`src/rtl/mem_access_ctrl_pkg.sv`:
```
// Shared definitions for the data-RAM access sequencer: funct3 codes,
// FSM encoding and the default bus timeout.
package mem_access_ctrl_pkg;

    localparam logic [2:0] F3_B  = 3'b000;
    localparam logic [2:0] F3_H  = 3'b001;
    localparam logic [2:0] F3_W  = 3'b010;
    localparam logic [2:0] F3_BU = 3'b100;
    localparam logic [2:0] F3_HU = 3'b101;

    localparam int TIMEOUT_DEF = 16;

    typedef enum logic [1:0] {
        ST_IDLE = 2'd0,
        ST_BUSY = 2'd1,
        ST_DONE = 2'd2
    } state_t;

endpackage

```
`src/rtl/mem_access_ctrl_load_align.sv`:
```
// Load formatter: picks the byte/half addressed within the RAM word and
// sign- or zero-extends it according to funct3.
module load_align
    import mem_access_ctrl_pkg::*;
(
    input  logic [31:0] rdata,
    input  logic [2:0]  funct3,
    input  logic [1:0]  addr_lo,
    output logic [31:0] data
);

    logic [7:0]  byte_sel;
    logic [15:0] half_sel;

    always_comb begin
        byte_sel = rdata[{addr_lo, 3'b000} +: 8];
        half_sel = addr_lo[1] ? rdata[31:16] : rdata[15:0];
        case (funct3)
            F3_B:    data = {{24{byte_sel[7]}}, byte_sel};
            F3_H:    data = {{16{half_sel[15]}}, half_sel};
            F3_BU:   data = {24'd0, byte_sel};
            F3_HU:   data = {16'd0, half_sel};
            default: data = rdata;
        endcase
    end

endmodule

```
`src/rtl/mem_access_ctrl.sv`:
```
// Memory-stage sequencer: validates load/store requests, issues one
// byte-strobed word transaction to the data RAM and stalls until it retires.
module mem_access_ctrl
    import mem_access_ctrl_pkg::*;
#(
    parameter int TIMEOUT = TIMEOUT_DEF
) (
    input  logic        clk,
    input  logic        rst_n,
    input  logic        mem_read,
    input  logic        mem_write,
    input  logic [2:0]  funct3,
    input  logic [31:0] addr,
    input  logic [31:0] wdata,
    output logic        ram_req,
    output logic        ram_we,
    output logic [31:0] ram_addr,
    output logic [3:0]  ram_wstrb,
    output logic [31:0] ram_wdata,
    input  logic [31:0] ram_rdata,
    input  logic        ram_ready,
    output logic        ms_stall,
    output logic        ld_valid,
    output logic [31:0] ld_data,
    output logic        acc_fault,
    output logic        bus_err
);

    state_t      state, state_n;
    logic [7:0]  cnt;
    logic [2:0]  f3_q;
    logic [1:0]  alo_q;
    logic [31:0] fmt_data;
    logic        f3_ok, aligned, req_ok;
    logic        start, finish_ok, timeout;
    logic [3:0]  wstrb_n;
    logic [31:0] wdata_n;

    load_align u_load_align (
        .rdata   (ram_rdata),
        .funct3  (f3_q),
        .addr_lo (alo_q),
        .data    (fmt_data)
    );

    // Request decode; stores only accept the signed-size encodings.
    always_comb begin
        f3_ok = mem_write ? (funct3 inside {F3_B, F3_H, F3_W})
                          : (funct3 inside {F3_B, F3_H, F3_W, F3_BU, F3_HU});
        case (funct3[1:0])
            2'b01:   aligned = ~addr[0];
            2'b10:   aligned = (addr[1:0] == 2'b00);
            default: aligned = 1'b1;
        endcase
        req_ok = (mem_read ^ mem_write) && f3_ok && aligned;
        case (funct3[1:0])
            2'b00: begin
                wstrb_n = 4'b0001 << addr[1:0];
                wdata_n = {4{wdata[7:0]}};
            end
            2'b01: begin
                wstrb_n = 4'b0011 << addr[1:0];
                wdata_n = {2{wdata[15:0]}};
            end
            default: begin
                wstrb_n = 4'hF;
                wdata_n = wdata;
            end
        endcase
    end

    always_ff @(posedge clk or negedge rst_n) begin
        if (!rst_n) state <= ST_IDLE;
        else        state <= state_n;
    end

    always_comb begin
        state_n   = state;
        ms_stall  = 1'b0;
        acc_fault = 1'b0;
        start     = 1'b0;
        finish_ok = 1'b0;
        timeout   = 1'b0;
        case (state)
            ST_IDLE: begin
                if (req_ok) begin
                    state_n  = ST_BUSY;
                    ms_stall = 1'b1;
                    start    = 1'b1;
                end else if (mem_read || mem_write) begin
                    acc_fault = 1'b1;
                end
            end
            ST_BUSY: begin
                ms_stall = 1'b1;
                // ready on the last allowed cycle still wins over the timeout
                if (ram_req && ram_ready) begin
                    state_n   = ST_DONE;
                    finish_ok = 1'b1;
                end else if (cnt == 8'(TIMEOUT - 1)) begin
                    state_n = ST_DONE;
                    timeout = 1'b1;
                end
            end
            ST_DONE: state_n = ST_IDLE;
            default: state_n = ST_IDLE;
        endcase
    end

    always_ff @(posedge clk or negedge rst_n) begin
        if (!rst_n) begin
            ram_req   <= 1'b0;
            ram_we    <= 1'b0;
            ram_addr  <= '0;
            ram_wstrb <= '0;
            ram_wdata <= '0;
            f3_q      <= '0;
            alo_q     <= '0;
            cnt       <= '0;
            ld_valid  <= 1'b0;
            ld_data   <= '0;
            bus_err   <= 1'b0;
        end else begin
            ld_valid <= 1'b0;
            bus_err  <= 1'b0;
            if (state == ST_BUSY) cnt <= cnt + 8'd1;
            if (start) begin
                ram_req   <= 1'b1;
                ram_we    <= mem_write;
                ram_addr  <= {addr[31:2], 2'b00};
                ram_wstrb <= mem_write ? wstrb_n : 4'h0;
                ram_wdata <= wdata_n;
                f3_q      <= funct3;
                alo_q     <= addr[1:0];
                cnt       <= '0;
            end
            if (finish_ok) begin
                ram_req  <= 1'b0;
                ld_valid <= ~ram_we;
                if (!ram_we) ld_data <= fmt_data;
            end
            if (timeout) begin
                ram_req <= 1'b0;
                bus_err <= 1'b1;
            end
        end
    end

endmodule

```
`config.mk`:
```
export PLATFORM = sky130hd
export DESIGN_NAME = mem_access_ctrl
export DESIGN_NICKNAME = d
export VERILOG_FILES = /design/src/rtl/mem_access_ctrl_pkg.sv /design/src/rtl/mem_access_ctrl_load_align.sv /design/src/rtl/mem_access_ctrl.sv
export SDC_FILE = /design/constraint.sdc
export NUM_CORES = 1
export LEC_CHECK = 0
export ABC_AREA = 0
export BUFFER_PORTS_ARGS = -buffer_cell sky130_fd_sc_hd__buf_4
export CAP_MARGIN = 15
export CORE_ASPECT_RATIO = 0.6
export CORE_MARGIN = 2
export CORE_UTILIZATION = 47
export DETAILED_ROUTE_END_ITERATION = 10
export PLACE_DENSITY = 0.78
export SLEW_MARGIN = 0
export SYNTH_ARGS = -nofsm -noshare
export SYNTH_HDL_FRONTEND = slang
export SYNTH_SLANG_ARGS = --single-unit
```
`constraint.sdc`:
```
create_clock -name clk -period 6.45 [get_ports clk]
set_clock_uncertainty 0.05 [all_clocks]
set_input_delay 0.9675 -clock clk [delete_from_list [all_inputs] [get_ports clk]]
set_output_delay 0.9675 -clock clk [all_outputs]
set_load 0.03 [all_outputs]
```
==> key figures, run 1 <==
Worst setup path
  • Worst Path Max Fanout: 18
  • Critical Path RT: 5430 ps
  • Worst setup EP type: output pin
  • Reg-to-reg slack, setup: 3500 ps
  • Worst-case reg-to-reg path depth: 6
  • Crit Path Class: in2out
  • Critical Path Source Type: primary input
  • CP arrival: 3170 ps

STA
  • Relative slew slack: 29.0%
  • Fin. max-slew vios: 0
  • Final setup violation count: 0
  • Final hold vios: 0
  • Setup TNS: 0 ps
  • Final Worst Setup Slack: 2270 ps
  • RSZ-0062 raised after global routing: false
  • Worst Tran Pin Value: 1060 ps
  • Post-route minimum period: 4180 ps
  • Peak Freq: 239 MHz
  • Final Cycle Share: 64.9%
  • Hold Slack: 434 ps

Clocking
  • Clock sink total: 117
  • CTS tree: done
  • Hold buffers post-CTS: 0
  • Worst-skew pair later-pin latency: 400 ps
  • Post-CTS sizing: 0
  • CTS Buf Count: 17
  • Clk pin slew, worst setup/hold paths: 60 ps
  • Setup Buffers After CTS: 0
  • Max clock buf depth: 2
  • CTS H-tree lvls: 4
  • Root Buffer: clkbuf_16

Place
  • GPL Wtd Cong: 0.895
  • Cells after DPL: 879
  • Area after DPL: 7340 sq um
  • I/O Buffers: 207
  • DP HPWL: 12400 microns
  • Setup WS pre-CTS: 2320 ps

Synthesis
  • YS warnings: 0
  • Syn_area_per_cell: 10.6 sq um
  • Synth Cell Area: 5730 sq um
  • Post-synth EDFFs: 0
  • Yosys reg bits: 117
  • Register area share after synthesis: 51.1%
  • Asr flop ratio synth: 100%
  • Main area contributors after synthesis: dfrtp_1 51%, mux2_2 8.8%, o21ai_0 6.0%
  • Synth Instances: 543
  • Primary FF master, synth: dfrtp_1
  • Synth top area share: 51.1%
  • Netlist cell types: 49
  • Top cell type by total area after synthesis: dfrtp_1

Pwr
  • Gate power share: 47.7%
  • Leakage Power: 0.00367 uW
  • Worst vdd ir: 282 uV
  • Reg power frac: 31.4%
  • Pint: 2460 uW
  • Clock power share: 21.0%
  • Pwr/cell area: 543 nW/um^2
  • Psw: 1850 uW
  • Sw frac: 42.9%

Floorplanning
  • Die Footprint: 13100 sq um
  • Initial standard-cell utilization of the core: 47.8%
  • # rows: 31
  • DIE WIDTH: 147 microns
  • Die Y: 89.5 microns
  • Core box area: 12000 sq um
  • I/O Pins: 210

Routing
  • Total number of vias: 5134
  • DRT Pass-1 Iters: 5
  • Drc violations: 0
  • WL/cell: 18.6 microns
  • Post-DR vias/cell: 5.63
  • Detail Route Antenna Nets: 0
  • Iteration-0 DRC Markers: 393
  • Post-Route WL: 17000 microns

Hold path
  • WHS Path Cells: 2
  • Hold WC Path Type: reg2reg

Global routing
  • Largest net degree at the start of global routing: 63
  • Vias in the first global route: 4946
  • GRT overflow: 0
  • Total GRT Usage: 25.7%
  • Antenna violations before repair: 0
  • First-pass GRT wire length: 26200 microns

Final layout
  • Antenna Cells: 0
  • Area Overhead vs Synth: 38.5%
  • Final nets: 845
  • Design area: 7940 sq um
  • Proportion of layout cells with a drive suffix above 1: 40.8%
  • Final Non-Filler Cells: 912

Run
  • Max Cap Viol: 0

Outcome
  • Status: finished, final reports clean
==> per-stage QoR <==
step	power, uW	utilization (%)
floorplan	2590	-
global placement	3330	61.2
detailed placement	3390	61.2
CTS	4320	65.9
global route	4520	66.2
finish	4310	66.2
==> path summary, 6_finish.rpt <==
kind | startpoint | end
max | funct3[1] | ms_stall
min | ld_data[3]$_DFFE_PN0P_ | ld_data[3]$_DFFE_PN0P_
max reg2reg | state[1]$_DFFE_PN0P_ | ld_data[28]$_DFFE_PN0P_
min reg2reg | ld_data[3]$_DFFE_PN0P_ | ld_data[3]$_DFFE_PN0P_
max in group asynchronous | rst_n | ld_data[26]$_DFFE_PN0P_
min in group asynchronous | rst_n | ram_addr[26]$_DFFE_PN0P_
==> layer usage <==
layer | GRT usage (%) | part of all wire [%] | vias to the layer above | routed length (microns)
met3 | 7.76 | 8.5 | 21 | 1440
met4 | 7.50 | 1.0 | 0 | 176
met1 | 35.6 | 46 | 2507 | 7720
li1 | - | - | 2371 | -
met5 | 0 | 0 | - | 0
met2 | 39.7 | 45 | 235 | 7610
==> layout make-up <==
type / count / area [sq um]
timing repair buffer: 214 / 1630
multi-input combinational: 372 / 2560
sequential: 117 / 2930
fill: 896 / 4050
clock buffer: 18 / 429
tap: 165 / 206
clock inverter: 13 / 136
inverter: 13 / 48.8
==> synth_stat cells (2+ instances only) <==
library cell	instances
o31ai_1	7
o211ai_1	19
a221oi_1	8
a311oi_1	7
a22o_1	11
nand3_1	10
nor2_1	21
xnor2_1	2
mux2i_1	15
ha_1	6
o21ai_0	69
dfrtp_1	117
nor3_1	2
buf_6	4
mux2_4	8
a31oi_1	10
buf_4	2
inv_1	12
nand2b_1	3
mux2_2	45
a21oi_1	45
clkbuf_1	29
buf_1	2
nor2b_1	12
buf_2	5
or3_1	9
or4_1	2
or2_2	2
nand2_1	39
==> registers in the layout, indices dropped and copies added, names as in the netlist <==
name,cells
ram_wstrb,4
alo_q,2
ram_wdata,32
ram_addr,30
ld_data,32
cnt,8
state,2
ram_we,1
ram_req,1
f3_q,3
ld_valid,1
bus_err,1
==> power groups by stage <==
stage | logic, uW | registers (uW) | clock network (uW)
finish | 2050 | 1350 | 903
global route | 2180 | 1390 | 947
CTS | 2050 | 1350 | 918
detailed placement | 2050 | 1350 | 0
global placement | 2000 | 1330 | 0
floorplan | 689 | 1900 | 0
==> cells by family (layout without fill, tap and decap cells) <==
| logic type | after synthesis | count (layout) | synth area share, % |
|---|---|---|---|
| compound gates | 183 | 183 | 19.4 |
| xor+xnor | 2 | 2 | 0.306 |
| fa+ha+maj | 6 | 6 | 1.31 |
| buf+inv | 55 | 258 | 4.37 |
| flops | 117 | 117 | 51.1 |
| mux | 69 | 69 | 14.0 |
| other cells | 1 | 2 | 0.0654 |
| simple gates | 110 | 110 | 9.52 |
==> critical path: stages <==
cell     delay [ps]
buf_4           150
inv_1           220
ha_1            600
or4_1           220
nand3_2         280
o21ai_1         480
buf_4           250
==> cells in the final DEF, fill, tap and decap left out, types with 3 or more instances in the layout <==
master      count
buf_4         213
dfrtp_1       117
o21ai_0        69
a21oi_1        45
mux2_2         45
nand2_1        39
nor2_1         21
o211ai_1       19
clkbuf_16      17
mux2i_1        15
inv_1          12
nor2b_1        12
a22o_1         11
nand3_1        10
a31oi_1        10
or3_1           9
mux2_4          8
a221oi_1        8
a311oi_1        7
o31ai_1         7
ha_1            6
clkinv_2        4
clkinvlp_4      4
nand2b_1        3
clkinv_4        3
No activity file was read; power rests on OpenSTA's default activity.
==> run 2, diff against run 1 <==
- clock period: 6.45 -> 4.3 ns (I/O delays scaled with it)
==> run 2 against run 1 <==
Register-to-register slack worse by 1800 ps. Critical path depth unchanged. Hold slack worse by 360 ps. First-iteration DRC count down 15%. Non-clock buffer count up 3. Power up 50%. Sequential power up 53%. Clock power up 50%. Design area up 0.32%. Critical path type unchanged. Largest power group unchanged.
==> key figures, run 2 (same netlist as run 1, synthesis figures left out) <==
Global routing
  • Vias in the first global route: 5124
  • Total GRT Usage: 26.2%
  • GRT overflow: 0
  • Antenna violations before repair: 0
  • First-pass GRT wire length: 26800 microns
  • Largest net degree at the start of global routing: 95

Routing
  • WL/cell: 18.7 microns
  • DRT Pass-1 Iters: 5
  • Total number of vias: 5205
  • Detail Route Antenna Nets: 0
  • Drc violations: 0
  • Post-Route WL: 17100 microns
  • Post-DR vias/cell: 5.68
  • Iteration-0 DRC Markers: 334

STA
  • Final setup violation count: 0
  • Relative slew slack: 25.4%
  • Post-route minimum period: 3570 ps
  • Final hold vios: 0
  • Final Cycle Share: 83.0%
  • Peak Freq: 280 MHz
  • Hold Slack: 70.3 ps
  • Fin. max-slew vios: 0
  • RSZ-0062 raised after global routing: false
  • Worst Tran Pin Value: 1120 ps
  • Final Worst Setup Slack: 731 ps
  • Setup TNS: 0 ps

Floorplanning
  • Core box area: 12000 sq um
  • DIE WIDTH: 147 microns
  • I/O Pins: 210
  • Die Footprint: 13100 sq um
  • Die Y: 89.5 microns
  • Initial standard-cell utilization of the core: 47.8%
  • # rows: 31

Clocking
  • Hold buffers post-CTS: 0
  • Root Buffer: clkbuf_16
  • CTS Buf Count: 17
  • Clock sink total: 117
  • Clk pin slew, worst setup/hold paths: 60 ps
  • CTS H-tree lvls: 4
  • Setup Buffers After CTS: 0
  • Max clock buf depth: 2
  • Worst-skew pair later-pin latency: 400 ps
  • CTS tree: done
  • Post-CTS sizing: 0

Final layout
  • Most frequent cells in the layout: 216 x buf_4, 117 x dfrtp_1, 69 x o21ai_0, 45 x a21oi_1, 45 x mux2_2
  • Area Overhead vs Synth: 38.9%
  • Final nets: 848
  • Most common cell after layout, fill and taps aside: buf_4
  • Largest regs: ld_data: 32 flops, ram_wdata: 32 flops, ram_addr: 30 flops
  • Proportion of layout cells with a drive suffix above 1: 41.3%
  • Antenna Cells: 0
  • Core Util, Final: 66.4%

Worst setup path
  • Reg2reg end: ld_data[13]$_DFFE_PN0P_
  • Critical Path Source Type: primary input
  • Crit Path Class: in2out
  • Worst Path Max Fanout: 18
  • Reg-to-Reg Start: f3_q[1]$_DFFE_PN0P_
  • Critical Path Most Common Cell: buf_4
  • Crit path cell chain: buf_4 > inv_1 > ha_1 > or4_1 > nand3_2 > o21ai_1 > buf_4
  • Crit path from: funct3[1]
  • Worst-case reg-to-reg path depth: 4
  • CP arrival: 2870 ps
  • Reg-to-reg slack, setup: 1730 ps
  • Worst path slowest cell: ha_1
  • Largest stage delay, worst path: 590 ps
  • Bufs and invs on worst path: 3
  • Delay-heaviest family, CP: buffers and inverters
  • Critical Path RT: 3610 ps
  • Worst setup EP type: output pin

Hold path
  • Hold WC Path Type: in2async

Place
  • Setup WS pre-CTS: 775 ps
  • I/O Buffers: 207
  • DP HPWL: 12200 microns
  • GPL Wtd Cong: 0.883

Pwr
  • Worst vdd ir: 443 uV
  • Pwr Total: 6450 uW
  • Leakage Power: 0.00367 uW
  • Pwr/cell area: 810 nW/um^2

Outcome
  • Status: finished, final reports clean

Run
  • Max Cap Viol: 0
[run 2: layout make-up]
cell class / instances / area (sq um)
timing repair buffer: 217 / 1650
fill: 920 / 4020
clock buffer: 18 / 439
sequential: 117 / 2930
tap: 165 / 206
multi-input combinational: 372 / 2560
inverter: 13 / 48.8
clock inverter: 14 / 129
[run 2: power breakdown]
group          total (uW)  switching [uW]  internal, uW
sequential           2070             443          1620
clock                1350             539           813
combinational        3030            1810          1220
total                6450            2790          3650
[run 2: stage by stage]
stage,cells,instance area [sq um]
floorplan,544,5730
global placement,882,7360
detailed placement,882,7360
CTS,914,7930
global route,916,7960
finish,916,7960
[run 2: worst reg2reg max path, cell delays in order, from the launching register on]
cell      delay (ps)
dfrtp_1         1070
nor2b_1          520
a22o_1           320
a221oi_1         370
a21oi_1          120
[run 2: worst max-delay path by stage]
stage | end | depth (start not counted)
2_1_floorplan | acc_fault | 7
3_3_place_gp | ms_stall | 7
3_5_place_dp | ms_stall | 7
4_1_cts | ms_stall | 7
5_1_grt | ms_stall | 7
6_report | ms_stall | 7
[run 2: per-layer routing]
| layer | wire length [microns] | GRT usage (%) | vias to the layer above |
|---|---|---|---|
| met1 | 7740 | 36.2 | 2564 |
| met2 | 7570 | 39.6 | 244 |
| met3 | 1610 | 9.08 | 23 |
| met4 | 198 | 7.50 | 0 |
| li1 | - | - | 2374 |
| met5 | 0 | 0 | - |
